--- src/rtl/park_pkg.sv ---
// Shared definitions for the parking-lot entry controller.
//   - gate FSM state encoding
//   - default lot size / open-window constants
//   - sensor-pair codes shared with the upstream sensor decoder
package park_pkg;

  // Gate FSM states. The encodings are fixed because the sensor decoder and
  // debug tooling read them.
  typedef enum logic [1:0] {
    StIdle  = 2'b00,
    StOpen  = 2'b01,
    StClose = 2'b10
  } gate_state_e;

  localparam int unsigned DefaultCapacity   = 16;
  localparam int unsigned DefaultCntW       = 8;
  localparam int unsigned DefaultOpenCycles = 8;

  // Sensor-pair codes {inner, outer} as produced by the loop detectors.
  localparam logic [1:0] SensClear = 2'b00;
  localparam logic [1:0] SensOuter = 2'b01;
  localparam logic [1:0] SensInner = 2'b10;
  localparam logic [1:0] SensBoth  = 2'b11;

  // Width needed to hold a down-counter that starts at (cycles - 1).
  function automatic int unsigned timer_width(input int unsigned cycles);
    return (cycles > 1) ? $clog2(cycles) : 1;
  endfunction

endpackage

--- src/rtl/park_occ_counter.sv ---
// Saturating occupancy counter.
//   clk_i, reset_i : clock, synchronous active-high reset
//   inc_i, dec_i   : single-cycle car entered / car left pulses
//   count_o        : current occupancy (registered)
//   full_o/empty_o : decoded from the registered count
//   err_o          : one-cycle pulse after an overflow/underflow attempt
module park_occ_counter
  import park_pkg::*;
#(
  parameter int unsigned CAPACITY = DefaultCapacity,
  parameter int unsigned CNT_W    = DefaultCntW
) (
  input  logic             clk_i,
  input  logic             reset_i,
  input  logic             inc_i,
  input  logic             dec_i,
  output logic [CNT_W-1:0] count_o,
  output logic             full_o,
  output logic             empty_o,
  output logic             err_o
);

  localparam logic [CNT_W-1:0] CapVal = CNT_W'(CAPACITY);

  logic [CNT_W-1:0] count_d, count_q;
  logic             err_d, err_q;

  // Coincident inc and dec cancel: one car in, one car out.
  always_comb begin
    count_d = count_q;
    err_d   = 1'b0;
    if (inc_i && !dec_i) begin
      if (count_q == CapVal) begin
        err_d = 1'b1;
      end else begin
        count_d = count_q + 1'b1;
      end
    end else if (dec_i && !inc_i) begin
      if (count_q == '0) begin
        err_d = 1'b1;
      end else begin
        count_d = count_q - 1'b1;
      end
    end
  end

  always_ff @(posedge clk_i) begin
    if (reset_i) begin
      count_q <= '0;
      err_q   <= 1'b0;
    end else begin
      count_q <= count_d;
      err_q   <= err_d;
    end
  end

  assign count_o = count_q;
  assign full_o  = (count_q == CapVal);
  assign empty_o = (count_q == '0);
  assign err_o   = err_q;

endmodule

--- src/rtl/parking_gate_ctrl.sv ---
// Entry-gate controller and occupancy tracker.
//   clk_i        : clock, all logic on rising edge
//   reset_i      : synchronous active-high reset, overrides all inputs
//   req_i        : driver request at entry (level), sampled only when idle
//   enter_i      : one-cycle pulse, a car completed entry
//   exit_i       : one-cycle pulse, a car completed exit
//   gate_open_o  : barrier open command (registered)
//   count_o      : current occupancy (registered)
//   full_o       : count_o == CAPACITY
//   empty_o      : count_o == 0
//   err_o        : one-cycle pulse after an overflow/underflow attempt
//   tailgate_o   : one-cycle pulse after an entry while the gate was not open
module parking_gate_ctrl
  import park_pkg::*;
#(
  parameter int unsigned CAPACITY    = DefaultCapacity,
  parameter int unsigned CNT_W       = DefaultCntW,
  parameter int unsigned OPEN_CYCLES = DefaultOpenCycles
) (
  input  logic             clk_i,
  input  logic             reset_i,
  input  logic             req_i,
  input  logic             enter_i,
  input  logic             exit_i,
  output logic             gate_open_o,
  output logic [CNT_W-1:0] count_o,
  output logic             full_o,
  output logic             empty_o,
  output logic             err_o,
  output logic             tailgate_o
);

  localparam int unsigned TimerW = timer_width(OPEN_CYCLES);
  localparam logic [TimerW-1:0] TimerLoad = TimerW'(OPEN_CYCLES - 1);

  gate_state_e       state_q;
  logic [TimerW-1:0] timer_q;
  logic              gate_open_q;
  logic              tailgate_q;
  logic              full;

  // Sensors are ground truth: every pulse is counted regardless of gate state.
  park_occ_counter #(
    .CAPACITY (CAPACITY),
    .CNT_W    (CNT_W)
  ) u_occ (
    .clk_i   (clk_i),
    .reset_i (reset_i),
    .inc_i   (enter_i),
    .dec_i   (exit_i),
    .count_o (count_o),
    .full_o  (full),
    .empty_o (empty_o),
    .err_o   (err_o)
  );

  // Gate FSM with open-window timer. gate_open_q is set alongside the state
  // transition so it is high exactly while the state is StOpen.
  always_ff @(posedge clk_i) begin
    if (reset_i) begin
      state_q     <= StIdle;
      timer_q     <= '0;
      gate_open_q <= 1'b0;
      tailgate_q  <= 1'b0;
    end else begin
      tailgate_q <= enter_i && (state_q != StOpen);
      unique case (state_q)
        StIdle: begin
          if (req_i && !full) begin
            state_q     <= StOpen;
            timer_q     <= TimerLoad;
            gate_open_q <= 1'b1;
          end
        end
        StOpen: begin
          // A pass or an expired window both close the barrier.
          if (enter_i || (timer_q == '0)) begin
            state_q     <= StClose;
            gate_open_q <= 1'b0;
          end else begin
            timer_q <= timer_q - 1'b1;
          end
        end
        StClose: begin
          // One settling cycle; requests are ignored here.
          state_q <= StIdle;
        end
        default: begin
          state_q     <= StIdle;
          gate_open_q <= 1'b0;
        end
      endcase
    end
  end

  assign gate_open_o = gate_open_q;
  assign full_o      = full;
  assign tailgate_o  = tailgate_q;

endmodule

--- config.mk ---
export PLATFORM = sky130hd
export DESIGN_NAME = parking_gate_ctrl
export DESIGN_NICKNAME = d
export VERILOG_FILES = /design/src/rtl/park_pkg.sv /design/src/rtl/park_occ_counter.sv /design/src/rtl/parking_gate_ctrl.sv
export SDC_FILE = /design/constraint.sdc
export NUM_CORES = 1
export LEC_CHECK = 0
export ABC_AREA = 1
export BUFFER_PORTS_ARGS = -buffer_cell sky130_fd_sc_hd__buf_2
export CAP_MARGIN = 20
export CELL_PAD_IN_SITES_DETAIL_PLACEMENT = 1
export CELL_PAD_IN_SITES_GLOBAL_PLACEMENT = 1
export CORE_MARGIN = 2
export CORE_UTILIZATION = 35
export CTS_CLUSTER_SIZE = 10
export DETAILED_ROUTE_END_ITERATION = 10
export GPL_TIMING_DRIVEN = 0
export PLACE_DENSITY_LB_ADDON = 0.1
export REMOVE_ABC_BUFFERS = 1
export SLEW_MARGIN = 40
export SYNTH_ARGS = -nofsm -noshare
export SYNTH_HDL_FRONTEND = slang
export SYNTH_SLANG_ARGS = --single-unit
export TNS_END_PERCENT = 100
--- constraint.sdc ---
create_clock -name clk_i -period 2.1 [get_ports clk_i]
set_input_delay 0.525 -clock clk_i [delete_from_list [all_inputs] [get_ports clk_i]]
set_output_delay 0.525 -clock clk_i [all_outputs]
set_load 0.005 [all_outputs]
==> results.md, run 1 <==
* Status: finished, final reports clean
* Post-layout util at a little over two fifths
* CTS tree: done
* Initial antenna violation count at 0
* Peak Freq at roughly 500 MHz
* Initial Utilization at a little over a third
* Synth-to-Final Area Change at 16.5%
* CP arrival at 2.20 ns
* RSZ-0062 raised after global routing: false
* Tightest Pin Transition at around 0.39 ns
* Worst-path clk slew at roughly 0.10 ns
* TritonRoute pass-1 iters at 4
* Cell Area, Synth at approximately 1200 um2
* First DRT Iteration DRCs at 50
* Worst ir drop on vdd at between 0.2 and 0.3 mV
* H-Tree Depth at 1
* Worst Hold Class: input pin to register
* Reg2Reg Depth at 8
* ANT nets after route at 0
* Layout Skew at 0.00506 ns
* Crit Reg-Reg Endpoint: u_occ.count_o[7]
* FILL cells at around 440
* Nets@finish at approximately 220
* Slowest cell on the critical path: fa_1
* Worst slew margin at roughly three quarters
* # DRC at 0
* Hold Path Sink: gate_open_o
* Root Driver: clkbuf_4
* Vias per cell at between 4 and 5
* Clock latency on the worst-skew pair at around 0.29 ns
* Total number of vias at around 1.1k
* Dpl hpwl at approximately 2.3 mm
* Die Span X at ~62 um
* Hold Path Stages at 2
* YS warnings at 0
* Required time worst endpoint at about 2.3 ns
* Wire per inst at 11.8 um
* Max-slew violation count at 0
* Vias in the first global route at between 1k and 1.5k
* Worst Hold Launch: reset_i
* Core area at ~3300 um2
* Hold WS at around 0.47 ns
* CP endpoint kind: register
* Largest net degree at the start of global routing at 14
* Delay-heaviest family, CP: simple AND/OR/NAND/NOR gates
* Cts bufs inserted at 3
* Commonest non-fill, non-tap cells in the layout: nand2_1 (56), inv_1 (37), nor2_1 (21), buf_2 (17), dfxtp_1 (16)
* Worst path most repeated cell: nand2_1
* Minimum clock period at between 2 and 2.5 ns
* Share of cells above drive strength 1 at about 17%
* Sequential share of the synthesized area at between 20% and 30%
* Clock tree buffer depth at 2
* Post-synthesis compound-gate area fraction at around 2.1%
* Wirelength, routed at a little under 3 mm
* Buffers on Ports at 17
* Max Cap Viol at 0
* FF-to-FF setup slack at roughly 0.52 ns
* Post-Synth Simple-Gate Area at between 40% and 50%
* CP Max Fanout at 4
* Row count at 21
* Unique masters post-synth at 22
* Largest stage delay on the critical path at 0.40 ns
* Total GRT Usage at between 10% and 20%
* Ant. Diodes at 0
* Critical Path, Cell by Cell: buf_2, inv_1, ha_4, clkinvlp_4, buf_4, fa_1, nand2_1, nand2_1, nand3b_1, nand2_1, nand2_1, nand2_1, nor2_1, nor2_1
* XOR/XNOR Fraction of Synth Area at 1.48%
* Buf+Inv Stages, Crit Path at 4
* GPL Wtd Cong at 0.786
* Grt ovf at 0
* Main combinational cell family by area after synthesis: simple AND/OR/NAND/NOR gates
* Global-route wire length before repair at 5.06 mm
* Final setup vio count at 0
* Die ar. at 3860 um2
* Most common cell after layout, fill and taps aside: nand2_1
* Setup crit start kind: input pin
* Syn Inst Count at approximately 180
* Pleak at 0.795 nW
* Hold buffer count at CTS at 0
* PwrDens at ~900 nW/um2
* Num ports at 18
* Worst R2R Start: u_occ.count_o[2]
* Clock sinks at 16
* Fin crit share at between 90% and 100%
* Critical path class: input pin to register
* Synthesized area per cell at between 6 and 7 um2
* Seq cells post-synth at 16
* Synth Area in Adders at about an eighth
* Mux cell area share after synthesis at 0%
* Final hold vios at 0
* Die Span Y at 62.1 um
-- power by group --
| group | leakage [nW] | total [mW] | internal, mW | switching (mW) |
|---|---|---|---|---|
| sequential | 0.133 | 0.425 | 0.360 | 0.0650 |
| clock | 0.0138 | 0.169 | 0.0667 | 0.102 |
| combinational | 0.648 | 0.682 | 0.274 | 0.408 |
-- how the worst max path moves through the flow --
stage	start	to	slack, ns	cells past startpoint
after floorplan	exit_i	u_occ.count_o[7]	-0.03	11
after global placement	enter_i	u_occ.count_o[7]	-0.39	11
after detailed placement	enter_i	u_occ.count_o[7]	-0.45	11
after CTS	exit_i	u_occ.count_o[6]	0.05	14
after global routing	exit_i	u_occ.count_o[6]	0.005	14
final	exit_i	u_occ.count_o[6]	0.1	14
-- routing by layer --
| metal | wire, um | global-route usage, % |
|---|---|---|
| met3 | 43 | 1.63 |
| met5 | 0 | 0 |
| met2 | 1540 | 29.6 |
| met1 | 1320 | 20.0 |
| met4 | 33 | 4.17 |
-- Yosys cell counts --
| library cell | number | share of area [%] |
|---|---|---|
| nor4_1 | 1 | 0.53 |
| dfxtp_1 | 16 | 27 |
| fa_1 | 1 | 1.7 |
| or2_2 | 1 | 0.53 |
| nor2_4 | 1 | 0.95 |
| buf_2 | 1 | 0.42 |
| nand3_4 | 2 | 3.0 |
| ha_1 | 11 | 12 |
| nor2_1 | 21 | 6.7 |
| a21oi_1 | 5 | 2.1 |
| nor3_1 | 1 | 0.42 |
| inv_1 | 38 | 12 |
| nor2_2 | 2 | 1.1 |
| xor2_1 | 1 | 0.74 |
| nand3b_1 | 3 | 1.9 |
| buf_12 | 1 | 1.7 |
| xnor2_1 | 1 | 0.74 |
| nand2_2 | 1 | 0.53 |
| nand2_4 | 1 | 0.95 |
| nand2_1 | 56 | 18 |
| nand3_1 | 9 | 3.8 |
| nand4_1 | 7 | 3.7 |
-- cell families after synthesis --
group                      count (synthesis)
AOI/OAI and AO/OA                          5
DFF                                       16
xor gates and xnor gates                   2
adders and majority gates                 12
and+or+nand+nor                          106
buffers and inverters                     40
-- area by class of cell --
type / count / area, um2 / area share, %
clock buffer: 3 / 22.5 / 1.63
sequential: 16 / 320 / 23.3
tap: 46 / 57.6 / 4.18
timing repair buffer: 20 / 108 / 7.81
multi-input combinational: 125 / 723 / 52.5
inverter: 38 / 146 / 10.6
-- registers in the layout (all words and copies together) (netlist names) --
name,cells
state_q,2
u_occ.err_o,1
gate_open_o,1
timer_q,3
u_occ.count_o,8
tailgate_o,1
-- timing repair --
action,in CTS,in global routing
setup buffers,3,0
setup endpoints to repair,3,4
gates resized for setup,2,3
hold endpoints to repair,0,0
pin swaps,0,1
-- stage by stage --
stage               area (um2)  setup slack (ns)  cells  power, mW  setup TNS (ns)
global route              1380           0.00488    248       1.41               0
detailed placement        1300            -0.446    242       1.10           -1.86
CTS                       1350            0.0458    248       1.28               0
finish                    1380            0.0977    248       1.28               0
global placement          1300            -0.389    242       1.06           -1.54
floorplan                 1160           -0.0277    179      0.909         -0.0478
-- worst register-to-register path: stages (launching register included) --
cell	delay, ns
dfxtp_1	0.36
ha_1	0.35
or2_2	0.33
nand3_1	0.14
nand2_1	0.07
nand2_1	0.06
nand2_1	0.05
nor2_1	0.08
nor2_1	0.05
(Power assumes the default switching activity.)
==> run 2, diff against run 1 <==
- ABC_AREA: 1 -> not set
- CORE_UTILIZATION: 35 -> 37
==> run 2 against run 1 <==
Against the previous run:
- critical path type unchanged
- clock skew up 0.0010 ns
- combinational power rose by 58%
- global-route usage grew 0.86 points
- critical endpoint is now u_occ.count_o[7]
==> results.md, run 2 <==
* Cts bufs inserted at 3
* Wire per inst at roughly 15 um
* RSZ-0062 raised after global routing: true
* GPL Wtd Cong at about 0.73
* YS warnings at 0
* Status: finished, final reports clean
* Critical Path, Cell by Cell: buf_6, inv_2, ha_4, inv_8, ha_4, a21oi_4, a211oi_2, or3_1, a21oi_2, mux2_4
* Final hold vios at 0
* Initial Utilization at about two fifths
* PwrDens at roughly 1400 nW/um2
* Worst slew margin at 63.2%
* Global-route wire length before repair at approximately 4.2 mm
* Worst path most repeated cell: ha_4
* Ranking of synthesized cells by instance count: dfxtp_1 (16), ha_1 (11), nor2_1 (10)
* Die Span X at 55.9 um
* Hold buffer count at CTS at 0
* Critical path class: input pin to register
* Tightest Pin Transition at between 0.5 and 0.6 ns
* Minimum clock period at 2.10 ns
* Wirelength, routed at 2.42 mm
* Largest net degree at the start of global routing at 21
* Top-count cell post-synth: dfxtp_1
* Initial antenna violation count at 0
* Delay-heaviest family, CP: adder cells
* Row count at 18
* Syn Inst Count at 109
* Pwr Total at about 1.8 mW
* Largest cells by area after synthesis: dfxtp_1 (32%), ha_1 (14%), xnor2_1 (4.4%)
* Pleak at between 0.5 and 0.6 nW
* Clock tree buffer depth at 2
* Total GRT Usage at between 10% and 20%
* Root Driver: clkbuf_4
* Dpl hpwl at about 1.8 mm
* Die ar. at 3120 um2
* Max Cap Viol at 0
* CP Max Fanout at 8
* TritonRoute pass-1 iters at 3
* Synthesized area per cell at 9.14 um2
* Area leader, netlist: dfxtp_1
* Largest stage delay on the critical path at about 0.4 ns
* Post-synth top area share at about 32%
* Ant. Diodes at 0
* Reg area at ~320 um2
* Seq cells post-synth at 16
* Fin crit share at between 90 and 100%
* ANT nets after route at 0
* Buf+Inv Stages, Crit Path at 3
* FFs w/ async S/R, synth at 0%
* Post-synth EDFFs at 0
* Most common cell after layout, fill and taps aside: buf_2
* Top_reg_cell synth: dfxtp_1
* First DRT Iteration DRCs at 6
* Layout Skew at ~0.006 ns
* Pre-CTS WS at -0.946 ns
* Worst Hold Class: register to register
* Vias per cell at approximately 5.6
* Max FFs per register at 8
* Setup crit start kind: input pin
* Total number of vias at 902
* Max-slew violation count at 0
* Core area at ~2500 um2
* Post-layout util at about half
* CTS tree: done
* Share of cells above drive strength 1 at around a third
* Worst-path clk slew at around 0.1 ns
* Worst ir drop on vdd at 0.704 mV
* Grt ovf at 0
* Clock latency on the worst-skew pair at a little under 0.3 ns
* Unique masters post-synth at 38
* Commonest non-fill, non-tap cells in the layout: buf_2 (16), dfxtp_1 (15), nor2_1 (10), ha_1 (6)
* # DRC at 0
* Peak Freq at approximately 480 MHz
* Slowest cell on the critical path: or3_1
* Required time worst endpoint at about 2.3 ns
* Final worst slack at between 0.004 and 0.005 ns
* H-Tree Depth at 1
* Buffers on Ports at 17
* Multi-input logic area at between 700 and 800 um2
* Nets@finish at around 150
* Cell Area, Synth at about 1000 um2
* Sequential share of the synthesized area at about a third
* Clock sinks at 16
* CP arrival at around 2.3 ns
* CP endpoint kind: register
* Die Span Y at about 56 um
* FILL cells at 314
* Vias in the first global route at 931
* Num ports at 18
* Synth-to-Final Area Change at 27.9%
* Final setup vio count at 0
run 2: changes by cell type after synthesis, moves of 4 or more:
cell,previous run,this run
nor2_1,21,10
inv_1,38,7
nand4_1,7,0
nand2_1,56,5
xnor2_1,1,5
nand3_1,9,1
run 2: per-layer routing:
metal / GRT usage, % / vias to the layer above / part of all wire, %
met1: 19.3 / 434 / 46
met5: 0 / - / 0
met3: 4.88 / 7 / 4.5
met2: 30.8 / 23 / 48
met4: 4.76 / 0 / 1.4
li1: - / 438 / -
run 2: where the power goes:
group / switching, mW / internal [mW]
Combinational: 0.530 / 0.550
Sequential: 0.152 / 0.399
Clock: 0.103 / 0.106
Total: 0.786 / 1.05
run 2: final timing paths:
path	startpoint	end	slack, ns	cells after the start
worst max-delay path	exit_i	u_occ.count_o[7]	0.004	10
worst min-delay path	gate_open_o	gate_open_o	0.50	2
worst max register to register	u_occ.count_o[2]	u_occ.count_o[7]	0.16	6
worst min register to register	gate_open_o	gate_open_o	0.50	2
run 2: through the flow:
stage	std cells	setup TNS [ns]	instance area (um2)	hold slack, ns
2_1_floorplan	106	-0.510	977	0.462
3_3_place_gp	153	-2.02	1100	0.468
3_5_place_dp	153	-2.62	1100	0.478
4_1_cts	160	0	1270	0.504
5_1_grt	160	-0.0256	1270	0.533
6_report	160	0	1270	0.497
run 2: timing repair:
item                       in CTS  in global routing
pin swaps                       6                  2
setup buffers                   3                  0
setup endpoints to repair       5                  3
resized for setup              20                  2
run 2: logic make-up (layout without fill, tap and decap cells):
logic type | after synthesis | count (layout) | synth area share (%)
AOI/OAI and AO/OA | 26 | 26 | 17.6
xor gates and xnor gates | 6 | 6 | 5.28
adders and majority gates | 12 | 12 | 15.8
buffers and inverters | 10 | 31 | 4.52
DFF | 16 | 16 | 32.2
muxes | 4 | 4 | 4.15
and+or+nand+nor | 35 | 35 | 20.5
run 2: area by class of cell:
class                           count  area share (%)
Tap cell                           30            2.95
Inverter                            7            2.65
Timing Repair Buffer               20            8.94
Sequential cell                    16            25.2
Multi-Input combinational cell     83            57.4
Clock buffer                        4            2.85
run 2: worst reg2reg max path: stages (launching register included):
cell	delay, ns
dfxtp_1	0.47
ha_4	0.26
a21oi_4	0.14
a211oi_2	0.10
or3_1	0.40
a21oi_2	0.16
mux2_4	0.31
